===== src/rtl/spi_pkg.sv =====
// Shared definitions for the SPI frame master: FSM state type, legal
// parameter limits and a helper for sizing the chip-select index port.
package spi_pkg;

    localparam int SPI_MAX_DATA_W = 32;
    localparam int SPI_MAX_CS     = 8;

    typedef enum logic [1:0] {
        ST_IDLE  = 2'd0,
        ST_SHIFT = 2'd1,
        ST_GAP   = 2'd2
    } spi_state_t;

    // A single chip select still needs a one-bit index port.
    function automatic int csIdxWidth(input int numCs);
        return (numCs > 1) ? $clog2(numCs) : 1;
    endfunction

endpackage


===== src/rtl/spi_frame_master_shift.sv =====
// Parallel-load shift register shared by transmit and (optionally) receive.
// The head bit drives mosi; with SPI_RX_CAPTURE_EN defined the vacated end
// is filled from serial_i so the same register assembles the received word.
module spi_shift_reg
    import spi_pkg::*;
#(
    parameter int WIDTH     = 8,
    parameter int MSB_FIRST = 1
)(
    input  logic             sclk,
    input  logic             rst,
    input  logic             load_i,
    input  logic             shift_i,
    input  logic [WIDTH-1:0] data_i,
    output logic             serial_o
`ifdef SPI_RX_CAPTURE_EN
    ,
    input  logic             serial_i,
    output logic [WIDTH-1:0] data_o
`endif
);

    logic [WIDTH-1:0] shiftReg_q;
    logic [WIDTH-1:0] shiftReg_d;
    logic             fillBit;

`ifdef SPI_RX_CAPTURE_EN
    assign fillBit = serial_i;
    assign data_o  = shiftReg_q;
`else
    assign fillBit = 1'b0;
`endif

    assign serial_o = (MSB_FIRST != 0) ? shiftReg_q[WIDTH-1] : shiftReg_q[0];

    // Load wins over shift; shifting moves the next bit to the head end.
    always_comb begin
        shiftReg_d = shiftReg_q;
        if (load_i) begin
            shiftReg_d = data_i;
        end else if (shift_i) begin
            if (MSB_FIRST != 0) begin
                shiftReg_d = {shiftReg_q[WIDTH-2:0], fillBit};
            end else begin
                shiftReg_d = {fillBit, shiftReg_q[WIDTH-1:1]};
            end
        end
    end

    // Register update with asynchronous active-low clear.
    always_ff @(posedge sclk or negedge rst) begin
        if (!rst) begin
            shiftReg_q <= '0;
        end else begin
            shiftReg_q <= shiftReg_d;
        end
    end

endmodule


===== src/rtl/spi_frame_master.sv =====
// SPI frame master: sends one DATA_W-bit frame per accepted request to the
// selected chip select, then holds all selects high for GAP_CYC cycles.
// Optional receive capture is enabled by defining SPI_RX_CAPTURE_EN.
module spi_frame_master
    import spi_pkg::*;
#(
    parameter int DATA_W    = 8,
    parameter int NUM_CS    = 2,
    parameter int GAP_CYC   = 2,
    parameter int MSB_FIRST = 1
)(
    input  logic                           sclk,
    input  logic                           rst,
    input  logic                           tx_valid,
    input  logic [DATA_W-1:0]              tx_data,
    input  logic [csIdxWidth(NUM_CS)-1:0]  tx_cs,
    output logic                           tx_ready,
    output logic                           mosi,
    output logic [NUM_CS-1:0]              cs_n,
    output logic                           sck_en,
    output logic                           done,
    output logic                           cs_err
`ifdef SPI_RX_CAPTURE_EN
    ,
    input  logic                           miso,
    output logic [DATA_W-1:0]              rx_data
`endif
);

    localparam int CNT_W = $clog2(DATA_W + 1);
    localparam logic [CNT_W-1:0] LAST_BIT = CNT_W'(DATA_W - 1);
    localparam logic [3:0]       GAP_LAST = 4'(GAP_CYC - 1);

    spi_state_t        state_q,  state_d;
    logic [CNT_W-1:0]  bitCnt_q, bitCnt_d;
    logic [3:0]        gapCnt_q, gapCnt_d;
    logic [NUM_CS-1:0] csN_q,    csN_d;
    logic              done_q,   done_d;
    logic              csErr_q,  csErr_d;
    logic              loadEn;
    logic              shiftEn;
    logic              serialOut;

    spi_shift_reg #(
        .WIDTH     (DATA_W),
        .MSB_FIRST (MSB_FIRST)
    ) uShift (
        .sclk     (sclk),
        .rst      (rst),
        .load_i   (loadEn),
        .shift_i  (shiftEn),
        .data_i   (tx_data),
        .serial_o (serialOut)
`ifdef SPI_RX_CAPTURE_EN
        ,
        .serial_i (miso),
        .data_o   (rx_data)
`endif
    );

    // Frame sequencing: accept in IDLE, count bits in SHIFT, hold selects high in GAP.
    always_comb begin
        state_d  = state_q;
        bitCnt_d = bitCnt_q;
        gapCnt_d = gapCnt_q;
        csN_d    = csN_q;
        done_d   = 1'b0;
        csErr_d  = 1'b0;
        loadEn   = 1'b0;
        shiftEn  = 1'b0;
        case (state_q)
            ST_IDLE: begin
                if (tx_valid) begin
                    loadEn   = 1'b1;
                    state_d  = ST_SHIFT;
                    bitCnt_d = '0;
                    csN_d    = '1;
                    for (int i = 0; i < NUM_CS; i++) begin
                        if (int'(tx_cs) == i) begin
                            csN_d[i] = 1'b0;
                        end
                    end
                    csErr_d = (int'(tx_cs) >= NUM_CS);
                end
            end
            ST_SHIFT: begin
                shiftEn = 1'b1;
                if (bitCnt_q == LAST_BIT) begin
                    csN_d    = '1;
                    done_d   = 1'b1;
                    gapCnt_d = '0;
                    state_d  = (GAP_CYC == 0) ? ST_IDLE : ST_GAP;
                end else begin
                    bitCnt_d = bitCnt_q + 1'b1;
                end
            end
            ST_GAP: begin
                if (gapCnt_q == GAP_LAST) begin
                    state_d = ST_IDLE;
                end else begin
                    gapCnt_d = gapCnt_q + 1'b1;
                end
            end
            default: begin
                state_d = ST_IDLE;
                csN_d   = '1;
            end
        endcase
    end

    // State registers; reset releases every select at once, killing any frame in flight.
    always_ff @(posedge sclk or negedge rst) begin
        if (!rst) begin
            state_q  <= ST_IDLE;
            bitCnt_q <= '0;
            gapCnt_q <= '0;
            csN_q    <= '1;
            done_q   <= 1'b0;
            csErr_q  <= 1'b0;
        end else begin
            state_q  <= state_d;
            bitCnt_q <= bitCnt_d;
            gapCnt_q <= gapCnt_d;
            csN_q    <= csN_d;
            done_q   <= done_d;
            csErr_q  <= csErr_d;
        end
    end

    assign tx_ready = (state_q == ST_IDLE);
    assign sck_en   = (state_q == ST_SHIFT);
    assign mosi     = (state_q == ST_SHIFT) && serialOut;
    assign cs_n     = csN_q;
    assign done     = done_q;
    assign cs_err   = csErr_q;

endmodule


===== config.mk =====
export PLATFORM = sky130hd
export DESIGN_NAME = spi_frame_master
export DESIGN_NICKNAME = d
export VERILOG_FILES = /design/src/rtl/spi_pkg.sv /design/src/rtl/spi_frame_master_shift.sv /design/src/rtl/spi_frame_master.sv
export SDC_FILE = /design/constraint.sdc
export NUM_CORES = 1
export LEC_CHECK = 0
export ABC_AREA = 1
export ABC_CLOCK_PERIOD_IN_PS = 2380
export BUFFER_PORTS_ARGS = -buffer_cell sky130_fd_sc_hd__buf_2
export CAP_MARGIN = 20
export CORE_UTILIZATION = 55
export DETAILED_ROUTE_END_ITERATION = 7
export PLACE_DENSITY = 0.79
export SLEW_MARGIN = 20
export SYNTH_ARGS = -nofsm -noshare
export SYNTH_HDL_FRONTEND = slang
export SYNTH_HIERARCHICAL = 1
export SYNTH_SLANG_ARGS = --single-unit

===== constraint.sdc =====
create_clock -name sclk -period 2.38 [get_ports sclk]
set_input_delay 0.476 -clock sclk [delete_from_list [all_inputs] [get_ports sclk]]
set_output_delay 0.476 -clock sclk [all_outputs]
set_load 0.005 [all_outputs]

[Yosys cells after proc, flatten, opt, wreduce, memory -nomap -nowiden]
Index checks and enable logic that the tools add are counted.
Word-level totals
  bits in registers: 21
  bits of input ports: 12
  output and inout bits: 7
  logic and storage cells: 49
Cells by class
  add/sub/neg operators: 2
  equality and inequality tests: 9
  multiplexer cells: 22
  bitwise logic cells: 1
  reductions and logical operators: 9
Operator list (number)
  4-bit two-way mux: 4
  8-bit two-way mux: 2
  4-bit case mux with 2 select lines: 2
  2-bit case mux with 3 select lines: 2
  3-bit AND reduction: 4
  2-bit two-way mux: 5
  4-bit by 1-bit adder with 4-bit output, second input constant: 2
  2-bit inequality test, second input constant: 4
  1-bit two-way mux: 7
  2-bit nonzero test: 3
  4-bit by 1-bit equality test with 1-bit output, second input constant: 1
  4-bit by 3-bit equality test with 1-bit output, second input constant: 1
  2-bit by 1-bit equality test with 1-bit output, second input constant: 1
  2-bit equality test, second input constant: 1
  2-bit zero test: 1
  2-bit by 1-bit inequality test with 1-bit output, second input constant: 1
  1-bit logical AND: 1
  1-bit inverter: 1

[Depth between registers and ports, before layout]
Gate-level depths: netlist (run 1).
  depth in word-level cells: 4
  gate-level depth with buffers: 7
  depth with buffers taken out: 6

[Modules after synthesis]
The synthesis (run 1) kept the hierarchy.
Modules (own cells, without submodules)
  spi_frame_master: times used 1, cells an instance 90, area each 709.4 µm², sequential area each 327.8 µm²
  spi_shift_reg: times used 1, cells an instance 43, area each 376.6 µm², sequential area each 200.2 µm²

[Least setup slack after synthesis (run 1)]
OpenSTA, ideal clock, no wires.
  kind: register -> register
  from: register state_q[1]
  to: register uShift.shiftReg_q[1]
  data arrival time: 1.206 ns
  path slack: 1.050 ns
  stages on the path, launching flop included: 8
  cell sequence: dfrtp_1 nor2_1 nand2_2 inv_2 buf_6 inv_2 nand3_1 nand3_1
On the way
  word-level cells in the longest chain between the ends: 3
  elaborated cells between the ends (all ways): 6
  those cells by class: eq/ne (1); mux (3); reduce/logical (2)
Ends and longest elaborated chain
  start: declaration: line spi_frame_master.sv:34  | spi_state_t state_q, state_d;
  start signal: assignment: line spi_frame_master.sv:121  | state_q <= state_d;
  2-bit zero test (*)
  net tx_ready: line spi_frame_master.sv:17  | output logic tx_ready,
  1-bit two-way mux (*): line spi_frame_master.sv:71  | case (state_q)
  net loadEn: line spi_frame_master.sv:40  | logic loadEn;
  8-bit two-way mux / 2-bit nonzero test (equally long branches)
  end signal: assignment: line spi_frame_master_shift.sv:55  | shiftReg_q <= shiftReg_d;
  end: declaration: line spi_frame_master_shift.sv:23  | logic [WIDTH-1:0] shiftReg_q;
The timed path passes the listed nets; every way through them passes the cells marked *.
A chain may end at the register's enable or synchronous reset.

[Final worst setup path (run 1)]
  from: register state_q[1]
  to: output port mosi
On the way
  word-level cells in the longest chain between the ends: 2
Ends and longest elaborated chain
  2-bit by 1-bit equality test with 1-bit output: line spi_frame_master.sv:132  | assign mosi = (state_q == ST_SHIFT) && serialOut;
  1-bit logical AND: line spi_frame_master.sv:132
  end: declaration: line spi_frame_master.sv:18  | output logic mosi,
No other way between the ends.

==> results of run 1 <==
-- per-layer routing --
metal | global-route usage | share of wire | vias up
met5 | 0 | 0 | -
met2 | 0.356 | 0.48 | 24
met1 | 0.264 | 0.46 | 408
met4 | 0.0706 | 0.0062 | 0
li1 | - | - | 460
met3 | 0.0314 | 0.052 | 2
-- sequential cells by signal, indices dropped and copies added (netlist names) --
register / flops
cs_n: 2
done: 1
bitCnt_q: 4
state_q: 2
uShift/shiftReg_q: 8
gapCnt_q: 4
-- report_power, final --
group | internal [mW] | switching [mW]
Combinational | 0.235 | 0.385
Clock | 0.0651 | 0.0998
Sequential | 0.509 | 0.120
Total | 0.809 | 0.605
-- critical path: cells and delay by family, from the launching register on --
family / cells / cell delay (ps)
buf+inv: 2 / 160
flops: 1 / 480
simple gates: 2 / 490
-- how the worst min path moves through the flow --
stage | end | cells past startpoint | slack (ps)
after detailed placement | cs_n[0] | 2 | 450
after CTS | gapCnt_q[2] | 1 | 130
after global routing | bitCnt_q[0] | 1 | 140
final | gapCnt_q[3] | 1 | 120
after floorplan | bitCnt_q[0] | 0 | 180
after global placement | gapCnt_q[3] | 1 | 450
-- logic make-up (layout without fill, tap and decap cells) --
logic type / Yosys count / in the layout / share of synthesized area
AOI/OAI and AO/OA: 1 / 1 / 0.00460
xor gates and xnor gates: 1 / 1 / 0.00807
adders and majority gates: 3 / 3 / 0.0346
buffers and inverters: 18 / 36 / 0.0760
DFF: 21 / 21 / 0.486
other: 1 / 1 / 0.00345
and+or+nand+nor: 88 / 88 / 0.387
-- final cells by class --
class	count	area, um^2	area share
multi-input combinational	94	475	0.395
clock buffer	4	26.3	0.0219
tap	25	31.3	0.0260
inverter	15	56.3	0.0468
timing repair buffer	17	85.1	0.0708
sequential	21	528	0.439
-- placed cells by master, fill, tap and decap left out --
master and n:
nor2_4 1, clkbuf_4 3, nand2_1 43, nand4_1 3, nand3b_1 1, buf_2 17, dfstp_2 2, ha_1 3
o21ai_1 1, nor2_1 4, clkbuf_1 1, inv_1 8, or2_2 1, nand2_4 1, nand2_2 2, inv_2 7
nor2_8 1, nor2_2 1, nand3_1 30, dfrtp_1 19, xor2_1 1, conb_1 1
-- stage by stage --
stage | hold slack, ps | utilization
6_report | 124 | 0.674
5_1_grt | 140 | 0.674
4_1_cts | 129 | 0.674
3_5_place_dp | 455 | 0.660
3_3_place_gp | 449 | 0.660
2_1_floorplan | 180 | -
==> flow_summary.ini, run 1 <==
[status]
status = completed

[cts]
root_buffer = clkbuf_4
cts_setup_buffers = 0
hold_buffers = 0
cts_max_level = 1
cts_tree = built
clockBufferDepth = 2
cts-buffers-inserted = 3
cts_resized = 0
clock-sinks = 21
clock_latency_ps = 290
path_clk_slew_ps = 110

[setup_path]
reg2reg_depth = 6
r2r-start = state_q[1]
slowest_stage = dfrtp_1
arrival_ps = 1410
path_cells = nor2_4 -> inv_2 -> nor2_1 -> buf_2
reg2reg_setup_slack_ps = 860
critPathCapture = mosi
start_kind = flip-flop
r2r-end = uShift/shiftReg_q[2]
crit_fanout = 13
crit_start = state_q[1]
max_stage_delay_ps = 480
cp_data_required_time_ps = 1900
crit_type = reg -> out
crit_path_end_kind = primary output

[drt]
avgRoutedWirePerCell_um = 10.9
ant_nets = 0
avgViaCountPerCell = 5.08
drt_iter0_markers = 18
drc = 0
dr.pass1.iters = 4
vias = 894
wl_mm = 1.92

[cells_and_area]
drive_gt1_frac = 0.238
stdcell_count = 176
area_growth_syn_to_layout_pct = 10.7
diodes = 0
final_area_um2 = 1200
nFillCells = 167
nets = 167

[timing]
hold_violations = 0
fin_tns_setup_ps = 0
setup_ws_ps = 494
maxSlewViolCount = 0
max_freq_ghz = 0.530
fin_worst_skew_ps = 3.95
timing.final.crit_share = 0.792
setup_violations = 0
post-route-min-period_ps = 1890
rsz0062_at_grt = no

[placement]
port_buffers = 17
dp_slack_ps = 828
gp_congestion = 0.731
place_hpwl_mm = 1.42
dp.cells = 172
dpl_cell_area_um2 = 1180

[synth]
async_flop_share = 1.00
synth-main-ff-cell = dfrtp_1
netlist.area_leader.share = 0.438
synth_seq_cells = 21
seq_area_frac_synth = 0.486
yosysWarnings = 6
syn_nets = 148
synth-edff-count = 0
yosys.area.top_type = dfrtp_1
syn_area_um2 = 1090
avgSynthCellArea_um2 = 8.17
syn_inst = 133
yosys-top-cells-area = dfrtp_1 (44%), nand2_1 (15%), nand3_1 (14%)
synthTopCellsByCount = nand2_1 (43), nand3_1 (30), dfrtp_1 (19)
netlist-cell-type-count = 21
synth_most_common_cell = nand2_1

[global_route]
grt_max_degree = 22
grt_usage = 0.208
grt_pass1_vias = 758
grt_pass1_wl_mm = 3.15
grt-ovfl-total = 0
antenna_found_initial = 0

[power_and_ir_drop]
finalPower_mw = 1.41
max-vdd-ir-drop_uv = 587
power_density_nw_per_um2 = 1180
p_leak_nw = 0.667

[floorplanning]
coreArea_um2 = 1780
die_h_um = 46.4
ios = 19
dieArea_um2 = 2160
die_w_um = 46.4
start_util = 0.609
rows = 15

[min_path]
hold_path.class = in -> async

[run]
drv_cap = 0
Note: power is estimated with default switching activity, not from simulation.
==> run 2, diff against run 1 <==
--- a/config.mk
+++ b/config.mk
@@ -6,12 +6,12 @@
 export NUM_CORES = 1
 export LEC_CHECK = 0
 export ABC_AREA = 1
-export ABC_CLOCK_PERIOD_IN_PS = 2380
+export ABC_CLOCK_PERIOD_IN_PS = 1600
 export BUFFER_PORTS_ARGS = -buffer_cell sky130_fd_sc_hd__buf_2
 export CAP_MARGIN = 20
-export CORE_UTILIZATION = 55
+export CORE_UTILIZATION = 48
 export DETAILED_ROUTE_END_ITERATION = 7
-export PLACE_DENSITY = 0.79
+export PLACE_DENSITY = 0.73
 export SLEW_MARGIN = 20
 export SYNTH_ARGS = -nofsm -noshare
 export SYNTH_HDL_FRONTEND = slang
==> constraint.sdc (replaced) <==
create_clock -name sclk -period 1.6 [get_ports sclk]
set_input_delay 0.32 -clock sclk [delete_from_list [all_inputs] [get_ports sclk]]
set_output_delay 0.32 -clock sclk [all_outputs]
set_load 0.005 [all_outputs]
==> run 2 against run 1 <==
Global-route usage decreased by 2.0 points; critical path depth grew 1; final cell count is 3.4% higher; power up 54%; combinational power up 60%; wire length is 5.5% higher; clock power up 56%; design area up 3.0%; largest power group is now combinational logic.
==> flow_summary.ini, run 2 (same netlist as run 1, synthesis figures left out) <==
[power_and_ir_drop]
power_density_nw_per_um2 = 1760
max-vdd-ir-drop_uv = 920
p_leak_nw = 0.688

[cts]
cts_tree = built
clock_latency_ps = 300
cts_max_level = 1
clockBufferDepth = 2
cts-buffers-inserted = 3
root_buffer = clkbuf_4
clock-sinks = 21
path_clk_slew_ps = 130

[setup_path]
max_stage_delay_ps = 400
crit_family = flip-flops
crit_path_end_kind = primary output
start_kind = flip-flop
cp.depth = 5
cp_data_required_time_ps = 1280
cp_num_buf_inv = 3
reg2reg_setup_slack_ps = 180
crit_type = reg -> out
arrival_ps = 1180
r2r-start = state_q[0]
crit_fanout = 4
path_cells = buf_4 -> nor2_4 -> inv_2 -> nor2_1 -> buf_2
crit_start = state_q[1]
slowest_stage = dfrtp_1
reg2reg_depth = 6

[floorplanning]
die_w_um = 49.6
rows = 16
start_util = 0.532
dieArea_um2 = 2460
ios = 19
coreArea_um2 = 2040
die_h_um = 49.6

[drt]
dr.pass1.iters = 4
ant_nets = 0
avgRoutedWirePerCell_um = 11.1
avgViaCountPerCell = 4.91
drt_iter0_markers = 19
vias = 894
drc = 0
wl_mm = 2.03

[timing]
timing.final.crit_share = 0.936
max_freq_ghz = 0.667
fin_worst_skew_ps = 10.4
setup_ws_ps = 102
hold_violations = 0
setup_violations = 0
maxSlewViolCount = 0
fin_tns_setup_ps = 0
rsz0062_at_grt = no
post-route-min-period_ps = 1500

[global_route]
antenna_found_initial = 0
grt_max_degree = 22
grt_pass1_wl_mm = 3.49
grt_usage = 0.188
grt_pass1_vias = 844
grt-ovfl-total = 0

[min_path]
hold_path.class = in -> reg
min_path_cells = 3
hold_path_startpoint = tx_data[0]

[placement]
dpl_cell_area_um2 = 1190
port_buffers = 17
place_hpwl_mm = 1.40
dp_slack_ps = 201
gp_congestion = 0.847

[cells_and_area]
area_growth_syn_to_layout_pct = 14.1
diodes = 0
top_register = uShift/shiftReg_q
final_common_cell = nand2_1
reg_top3 = uShift/shiftReg_q (8), bitCnt_q (4), gapCnt_q (4)
drive_gt1_frac = 0.258
final_area_um2 = 1240
nets = 171
layout_common_cells = nand2_1 (43), nand3_1 (30), dfrtp_1 (19)
nFillCells = 196
largest_reg_flops = 8

[run]
drv_cap = 0

[status]
status = completed
[run 2: per-stage QoR]
step	util	hold slack [ps]	cells	power (mW)
after detailed placement	0.585	306	176	1.90
after floorplan	-	24.4	133	1.64
after global placement	0.585	301	176	1.85
after CTS	0.607	220	182	2.20
final	0.607	219	182	2.18
after global routing	0.607	215	182	2.39
[run 2: report_power, final]
part / internal, mW / switching [mW] / total (mW)
logic: 0.400 / 0.593 / 0.993
clock network: 0.0930 / 0.164 / 0.257
registers: 0.756 / 0.169 / 0.925
[run 2: worst reg2reg max path, stage by stage (launching register included)]
cell     delay (ps)
dfrtp_1         440
nor2_1          230
nand2_2         150
inv_2           220
inv_2           110
nand3_1          80
nand3_1          80
[run 2: per-layer routing]
metal | wire length [um] | global-route usage | vias to the layer above
met1 | 1040 | 0.253 | 410
met4 | 15 | 0.0714 | 0
met2 | 928 | 0.297 | 15
li1 | - | - | 467
met3 | 43 | 0.0370 | 2
met5 | 0 | 0 | -
[run 2: worst paths after layout]
path / end
worst min-delay path: uShift/shiftReg_q[0]
worst min register to register: cs_n[1]
worst max-delay path: mosi
worst max register to register: uShift/shiftReg_q[3]
min in group asynchronous: uShift/shiftReg_q[4]
max in group asynchronous: cs_n[1]
[run 2: cell type report]
type	instances	area (um^2)	area share
Clock buffer	3	22.5	0.0182
Sequential cell	21	528	0.426
Clock inverter	1	5.00	0.00404
Tap cell	27	33.8	0.0273
Multi-Input combinational cell	94	475	0.384
Inverter	15	56.3	0.0455
Timing Repair Buffer	21	118	0.0949
[run 2: timing repair]
item,in CTS,in global routing
hold buffers,1,0
setup buffers,1,0
endpoints found under the setup margin,1,0
gates resized for setup,0,0
endpoints found under the hold margin,19,0
